### src/rtl/divfloat_batch_driver.sv
// Sequences buffered float operands through a run-style divider one at a time and stores the quotients.
// Optional per-element watchdog is compiled in with `define DIVBATCH_TIMEOUT_EN.
module divfloat_batch_driver #(
   parameter int DEPTH          = 8,
   parameter int ADDR_W         = 3,
   parameter int TIMEOUT_CYCLES = 64
) (
   input  logic              clock,
   input  logic              reset,
   input  logic              ce,
   input  logic              i_wr_en,
   input  logic [ADDR_W-1:0] i_wr_addr,
   input  logic [31:0]       i_wr_data,
   input  logic [ADDR_W:0]   i_count,
   input  logic              i_start,
   output logic              o_busy,
   output logic              o_done,
   output logic              o_error,
   input  logic [ADDR_W-1:0] i_rd_addr,
   output logic [31:0]       o_rd_data,
   output logic              o_div_req,
   output logic [31:0]       o_div_input_a,
   input  logic              i_div_busy,
   input  logic [31:0]       i_div_return
);
   typedef enum logic [2:0] {S_IDLE, S_ISSUE, S_WAIT_ACK, S_WAIT_DONE, S_DONE} state_t;
   localparam logic [ADDR_W:0] DEPTH_L = (ADDR_W+1)'(DEPTH);

   state_t            state_q, state_d;
   logic [ADDR_W-1:0] idx_q, idx_d;
   logic [ADDR_W:0]   cnt_q, cnt_d;
   logic              busy_q, busy_d;
   logic              done_q, done_d;
   logic [31:0]       a_q, a_d;
   logic [31:0]       op_mem  [DEPTH];
   logic [31:0]       res_mem [DEPTH];
   logic              start_ok, capture, last_elem, timed_out;

   assign start_ok  = (state_q == S_IDLE) && i_start;
   assign capture   = (state_q == S_WAIT_DONE) && !i_div_busy;
   assign last_elem = (({1'b0, idx_q} + (ADDR_W+1)'(1)) == cnt_q);

`ifdef DIVBATCH_TIMEOUT_EN
   localparam int TMO_W = $clog2(TIMEOUT_CYCLES + 1);
   logic [TMO_W-1:0] tmo_q, tmo_d;
   logic             err_q;

   always_comb begin
      tmo_d = tmo_q;
      if (state_q == S_ISSUE)
         tmo_d = '0;
      else if (state_q inside {S_WAIT_ACK, S_WAIT_DONE})
         tmo_d = tmo_q + TMO_W'(1);
   end

   // A capture landing on the final allowed cycle still counts as a normal completion.
   assign timed_out = (state_q inside {S_WAIT_ACK, S_WAIT_DONE}) &&
                      (tmo_d == TMO_W'(TIMEOUT_CYCLES)) && !capture;

   always_ff @(posedge clock) begin
      if (reset) begin
         tmo_q <= '0;
         err_q <= 1'b0;
      end else if (ce) begin
         tmo_q <= tmo_d;
         if (start_ok)
            err_q <= 1'b0;
         else if (timed_out)
            err_q <= 1'b1;
      end
   end

   assign o_error = err_q;
`else
   assign timed_out = 1'b0;
   assign o_error   = 1'b0;
`endif

   always_ff @(posedge clock) begin
      if (reset) begin
         state_q <= S_IDLE;
         idx_q   <= '0;
         cnt_q   <= '0;
         busy_q  <= 1'b0;
         done_q  <= 1'b0;
         a_q     <= '0;
      end else if (ce) begin
         state_q <= state_d;
         idx_q   <= idx_d;
         cnt_q   <= cnt_d;
         busy_q  <= busy_d;
         done_q  <= done_d;
         a_q     <= a_d;
      end
   end

   always_comb begin
      state_d = state_q;
      idx_d   = idx_q;
      cnt_d   = cnt_q;
      case (state_q)
         S_IDLE: begin
            if (i_start) begin
               cnt_d   = (i_count > DEPTH_L) ? DEPTH_L : i_count;
               idx_d   = '0;
               state_d = (cnt_d == '0) ? S_DONE : S_ISSUE;
            end
         end
         S_ISSUE:    state_d = S_WAIT_ACK;
         S_WAIT_ACK: begin
            if (timed_out)
               state_d = S_DONE;
            else if (i_div_busy)
               state_d = S_WAIT_DONE;
         end
         S_WAIT_DONE: begin
            if (capture) begin
               if (last_elem) begin
                  state_d = S_DONE;
               end else begin
                  idx_d   = idx_q + ADDR_W'(1);
                  state_d = S_ISSUE;
               end
            end else if (timed_out) begin
               state_d = S_DONE;
            end
         end
         S_DONE:  state_d = S_IDLE;
         default: state_d = S_IDLE;
      endcase
   end

   // Done is registered one cycle after DONE; busy drops at the end of the done pulse.
   always_comb begin
      done_d = (state_q == S_DONE);
      busy_d = busy_q;
      if (start_ok)
         busy_d = 1'b1;
      else if (done_q)
         busy_d = 1'b0;
      a_d = a_q;
      if (state_d == S_ISSUE)
         a_d = op_mem[idx_d];
   end

   always_comb begin
      o_div_req     = (state_q == S_ISSUE);
      o_busy        = busy_q;
      o_done        = done_q;
      o_div_input_a = a_q;
   end

   always_ff @(posedge clock) begin
      if (!reset && ce) begin
         if (i_wr_en && !busy_q)
            op_mem[i_wr_addr] <= i_wr_data;
         if (capture)
            res_mem[idx_q] <= i_div_return;
      end
   end

   assign o_rd_data = ({1'b0, i_rd_addr} < DEPTH_L) ? res_mem[i_rd_addr] : '0;

endmodule

### config.mk
export PLATFORM = sky130hd
export DESIGN_NAME = divfloat_batch_driver
export DESIGN_NICKNAME = d
export VERILOG_FILES = /design/src/rtl/divfloat_batch_driver.sv
export SDC_FILE = /design/constraint.sdc
export NUM_CORES = 1
export LEC_CHECK = 0
export BUFFER_PORTS_ARGS = -buffer_cell sky130_fd_sc_hd__buf_2
export CORE_ASPECT_RATIO = 1.5
export CORE_UTILIZATION = 60
export DETAILED_ROUTE_END_ITERATION = 12
export PLACE_DENSITY_LB_ADDON = 0.15
export SKIP_CTS_REPAIR_TIMING = 1
export SYNTH_ARGS = -nofsm -noshare
export SYNTH_HDL_FRONTEND = slang
export SYNTH_SLANG_ARGS = --single-unit
### constraint.sdc
create_clock -name clock -period 6.61 [get_ports clock]
set_clock_uncertainty 0.15 [all_clocks]
set_input_delay 0.3305 -clock clock [delete_from_list [all_inputs] [get_ports clock]]
set_output_delay 0.3305 -clock clock [all_outputs]
set_load 0.05 [all_outputs]
Word level (Yosys, flattened, before mapping). Memories as Yosys holds them, arrays and structs flattened. A register that Yosys moved wholly into a read port is not among the register bits. Index checks and enable logic that the tools add are counted.

Flip-flop bits (word level): 12. Bits in latches: 0. RAM bits: 512. Bits in read-only memories: 0. Input bits: 80. Output and inout port bits: 68. Logic and storage cells: 48. Memories: 2.

Add/subtract/negate cells: 2. Multipliers: 0. Divide/modulo/power cells: 0. Order comparisons: 1. Eq/ne operators: 6. Shifts and indexed selects: 0. Muxes and demuxes: 19. Bitwise gates (word level): 0. Reduce and logical (&&, ||, !) cells: 13.

Memory list: op_mem (depth 8, width 32, read ports 1, clocked after Yosys merged registers in 1, wr ports 1, RTL line 35) `logic [31:0] op_mem [DEPTH];`; res_mem (depth 8, width 32, read ports 1, clocked after Yosys merged registers in 0, wr ports 1, RTL line 36) `logic [31:0] res_mem [DEPTH];`.

Operators with widths (count): 3-bit two-way mux (8); 3-bit case mux with 4 select lines (1); 1-bit two-way mux (8); 3-bit by 1-bit equality test with 1-bit output, second input constant (2); 3-bit by 2-bit equality test with 1-bit output, second input constant (2); 3-bit case mux with 2 select lines (1); 3-bit by 1-bit adder with 4-bit output, second input constant (1); 4-bit equality test (1); 4-bit > comparator, second input constant (1); 1-bit logical AND (4); 4-bit logical NOT (1); 4-bit two-way mux (1); 2-bit AND reduction (2); 3-bit by 1-bit adder with 3-bit output, second input constant (1); 3-bit equality test, second input constant (1); 1-bit logical NOT (3); 3-bit logical NOT (1); 3-bit AND reduction (1); 2-bit nonzero test (1).

Longest topological paths before layout.
Depth after elaboration: 8. Depth in mapped cells: 12. Mapped depth without buffers: 8.

Worst setup path after synthesis. No wires, ideal clock.

Path type: register -> register. From: register state_q[2]. To: memory res_mem[4][0] (enable). Setup time: 0.501 ns. Arrival time: 4.127 ns. Required time: 5.959 ns. Setup slack: 1.831 ns. Stages on the path, launching flop included: 6. Path buffers: 2. Clock period less this slack: 4.779 ns. Cell sequence: dfxtp_1 buf_4 nor4bb_1 clkbuf_2 nand3_1 nor4_1.

Cells in the longest elaborated chain, start to end: 5.

Ends and longest elaborated chain: start: declaration (RTL line 29) `state_t state_q, state_d;`; start signal: assignment (RTL line 88) `state_q <= state_d;`; 3-bit by 2-bit equality test with 1-bit output (RTL line 40) `assign capture = (state_q == S_WAIT_DONE) && !i_div_busy;`; 1-bit logical AND (RTL line 40); 1-bit two-way mux (RTL line 157) `if (capture)`; 1-bit two-way mux (RTL line 154) `if (!reset && ce) begin`; 1-bit two-way mux (not written as such) (RTL line 158) `res_mem[idx_q] <= i_div_return;`; end: declaration (RTL line 36).

No other way between the ends.

Worst setup path in the final report.
From: register idx_q[1]. To: register a_q[5] (netlist: o_div_input_a[5]) (read register of op_mem).

Cells in the longest elaborated chain, start to end: 7. Elaborated cells on any way between the ends: 12. Classes of those cells: 2 x add/sub; 2 x eq/ne; 7 x mux; 1 x reduce/logical.

Ends and longest elaborated chain: start: declaration (RTL line 30) `logic [ADDR_W-1:0] idx_q, idx_d;`; start signal: assignment (RTL line 89) `idx_q <= idx_d;`; 3-bit by 1-bit adder with 4-bit output (RTL line 41) `assign last_elem = (({1'b0, idx_q} + (ADDR_W+1)'(1)) == cnt_q);`; 4-bit equality test (RTL line 41); 3-bit two-way mux (RTL line 118) `if (last_elem) begin`; 3-bit two-way mux (RTL line 117) `if (capture) begin`; 3-bit case mux with 4 select lines (RTL line 101) `case (state_q)`; 3-bit by 1-bit equality test with 1-bit output (RTL line 142) `if (state_d == S_ISSUE)`; 2-bit AND reduction (no source line); end: declaration (RTL line 34) `logic [31:0] a_q, a_d;`.

Several ways; a longest one is shown, not always the timed one. A chain may end at the register's enable or synchronous reset.

==> reports/metrics.csv <==
stage;metric;value;unit
layout;multi-input logic area;4860;µm²
timing;Tmin final;4410;ps
layout;Area growth, synth to finish;16.3;%
logic_synthesis;synthesized area;21300;µm²
logic_synthesis;sequential-to-total area share from yosys stat;76.2;%
cts;CTS Buf Count;48;
logic_synthesis;Synth cell types;61;
drt;final wirelength;43000;µm
floorplan;Core Area;35000;µm²
timing;final max-slew violation count;0;
floorplan;Die W;156;µm
power_and_ir_drop;Max VDD drop;0.239;mV
worst_setup_path;crit end category;register;
cts;H-tree depth;2;
layout;Final nets;1393;
layout;post-route cell area;24800;µm²
logic_synthesis;Yosys warning total;0;
worst_setup_path;CP max stage delay;1090;ps
timing;unrepaired setup endpoints after global routing;no;
hold_path;Hold WC Path Type;in -> reg;
run;maxcap violations;0;
drt;DRT iter0 DRCs;808;
worst_setup_path;slowest CP cell;nor2_4;
drt;DRT Pass-1 Iters;5;
worst_setup_path;crit-path max FO;48;
layout;Register Area;16300;µm²
logic_synthesis;Post-synth ARST share;0;%
logic_synthesis;flops & latches, synth;556;
drt;via count;11000;
layout;Antenna diodes;0;
timing;Setup-failing EPs final;0;
floorplan;initial core utilization;61.0;%
cts;CTS max path bufs;3;
timing;Fin Hold WS;38.6;ps
timing;worst relative slew slack;22.9;%
placement;placer congestion estimate;0.754;
power_and_ir_drop;PwrDens;285;nW/µm²
logic_synthesis;EDFF count, synth;512;
worst_setup_path;Most common cell on crit path;xnor2_1;
drt;routed len/inst;23.6;µm
global_routing;Global Route Usage Sum;23.9;%
logic_synthesis;Post-synth top cells;edfxtp_1 (512), mux2i_1 (69), mux4_2 (64), nor2_1 (58), dfxtp_1 (44);
logic_synthesis;synthesized instance count;1094;
floorplan;Die Area;36300;µm²
drt;antenna-violating nets left;0;
worst_setup_path;critical path, cell by cell;ha_1 > xnor2_1 > xnor2_1 > o311ai_1 > nand3_4 > nor2_4 > a32oi_1 > a311oi_1;
power_and_ir_drop;Leakage;0.00799;µW
floorplan;Die H;233;µm
cts;clock sink count;556;
timing;FMAX;0.227;GHz
worst_setup_path;CP top delay family;simple AND/OR/NAND/NOR gates;
cts;Root Driver;clkbuf_16;
timing;Final Hold Violating Endpoints;0;
logic_synthesis;share of the synthesized area in the top cell type;72.0;%
floorplan;Site Rows;84;
timing;final worst-path cycle share;66.7;%
logic_synthesis;average size of a mapped cell;19.5;µm²
drt;Residual DRC;0;
layout;share of layout cells above drive strength 1;27.7;%
worst_setup_path;crit path buf inv count;0;
logic_synthesis;area leader, netlist;edfxtp_1;
worst_setup_path;CP Data Arrival Time;4700;ps
drt;Via density;6.06;
global_routing;initial antenna violation count;0;
global_routing;GRT overflow;0;
timing;Setup TNS;0;ps
cts;Worst-path clk slew;70;ps
run_status;status;complete, no violations;
layout;post-layout util;70.9;%
global_routing;largest net degree at the start of global routing;65;
logic_synthesis;Syn Nets;1175;
worst_setup_path;CP Launch Type;register;
cts;Worst-Skew Late Latency;570;ps
timing;Worst Max-Slew Pin Slew;1150;ps
placement;DP HPWL;23000;µm
logic_synthesis;top-count cell post-synth;edfxtp_1;
layout;filler cell count;2183;
logic_synthesis;Area contributors post-synth;edfxtp_1 (72%), mux4_2 (6.8%), dfxtp_1 (4.1%);
logic_synthesis;top_reg_cell synth;edfxtp_1;
placement;Post-Place Setup Slack;2310;ps
global_routing;vias in the first global route;11100;
placement;Placed Area;22600;µm²
worst_setup_path;CP Class;reg -> reg;
placement;Buffers on Ports;146;
cts;TritonCTS clock tree;done;
worst_setup_path;Required @ worst endpoint;6900;ps
global_routing;first-pass GRT wire length;63700;µm
floorplan;I/O pins;148;
timing;setup slack after layout;2200;ps
==> path summary, 6_finish.rpt <==
check | start | end | slack [ps] | depth (start not counted)
max | idx_q[1]$_SDFFE_PP0P_ | o_div_input_a[5]$_SDFFE_PP0P_ | 2200 | 8
max reg2reg | idx_q[1]$_SDFFE_PP0P_ | o_div_input_a[5]$_SDFFE_PP0P_ | 2200 | 8
min reg2reg | o_done$_SDFFE_PP0P_ | o_done$_SDFFE_PP0P_ | 320 | 2
min | i_count[0] | cnt_q[0]$_SDFFE_PP0P_ | 40 | 4
==> cell families (layout without fill, tap and decap cells) <==
| kind of cell | Yosys count | count (layout) | share of synthesized area (%) |
|---|---|---|---|
| AOI/OAI and AO/OA | 149 | 149 | 5.63 |
| buffers and inverters | 72 | 329 | 1.81 |
| DFF | 556 | 556 | 76.2 |
| xor gates and xnor gates | 4 | 4 | 0.229 |
| muxes | 198 | 198 | 13.5 |
| and+or+nand+nor | 113 | 113 | 2.58 |
| adders and majority gates | 1 | 1 | 0.0586 |
| other | 1 | 1 | 0.0176 |
==> sequential cells by signal (all words and copies together) (netlist names) <==
signal / count
op_mem: 256
res_mem: 256
o_div_input_a: 32
cnt_q: 4
idx_q: 3
state_q: 3
o_busy: 1
o_done: 1
==> per-stage QoR <==
step | power (µW) | instances
after floorplan | 4260 | 1094
after global placement | 4400 | 1669
after detailed placement | 4420 | 1669
after CTS | 7080 | 1758
after global routing | 7270 | 1824
final | 7070 | 1824
==> layout by cell type, fill, tap and decap left out, types with 4 or more instances in the layout <==
cell type      Yosys  routed
edfxtp_1         512     512
buf_2             13     145
mux2i_1           69      69
dlygate4sd3_1      0      66
mux4_2            64      64
clkbuf_16          0      49
nor2_1            58      45
dfxtp_1           44      44
a21oi_1           39      39
mux2_2            38      38
a32oi_1           29      29
o22a_1            29      29
a311oi_1          29      29
mux2_1            25      25
buf_4              8      25
clkbuf_1          29      18
nor2_4             0      14
nand2_1           14      13
clkbuf_8           0      13
nand3_1            7       7
clkinv_2           0       6
nand3b_1           4       4
nand2b_1           4       4
==> area by class of cell <==
class | instances | area share [%]
Sequential cell | 556 | 65.5
Clock buffer | 80 | 5.93
Multi-Input combinational cell | 466 | 19.6
Tap cell | 473 | 2.38
Timing Repair Buffer | 236 | 6.34
Inverter | 4 | 0.0605
Clock inverter | 9 | 0.207
==> tightest hold or removal path, delay by kind of cell <==
kind	cells	cell delay (ps)
simple gates	2	250
buf+inv	1	80
compound gates	1	60
==> power breakdown <==
part / switching (µW) / leakage (µW) / internal (µW) / total (µW)
Sequential: 22.8 / 0.00497 / 3870 / 3890
Combinational: 315 / 0.00228 / 164 / 479
Clock: 1180 / 0.000753 / 1520 / 2700
==> per-layer routing <==
layer | track usage, % | share of wire, %
met4 | 9.47 | 3.1
met5 | 0 | 0
met2 | 43.5 | 54
met3 | 4.21 | 4.6
met1 | 27.9 | 38
(Power assumes the default switching activity.)
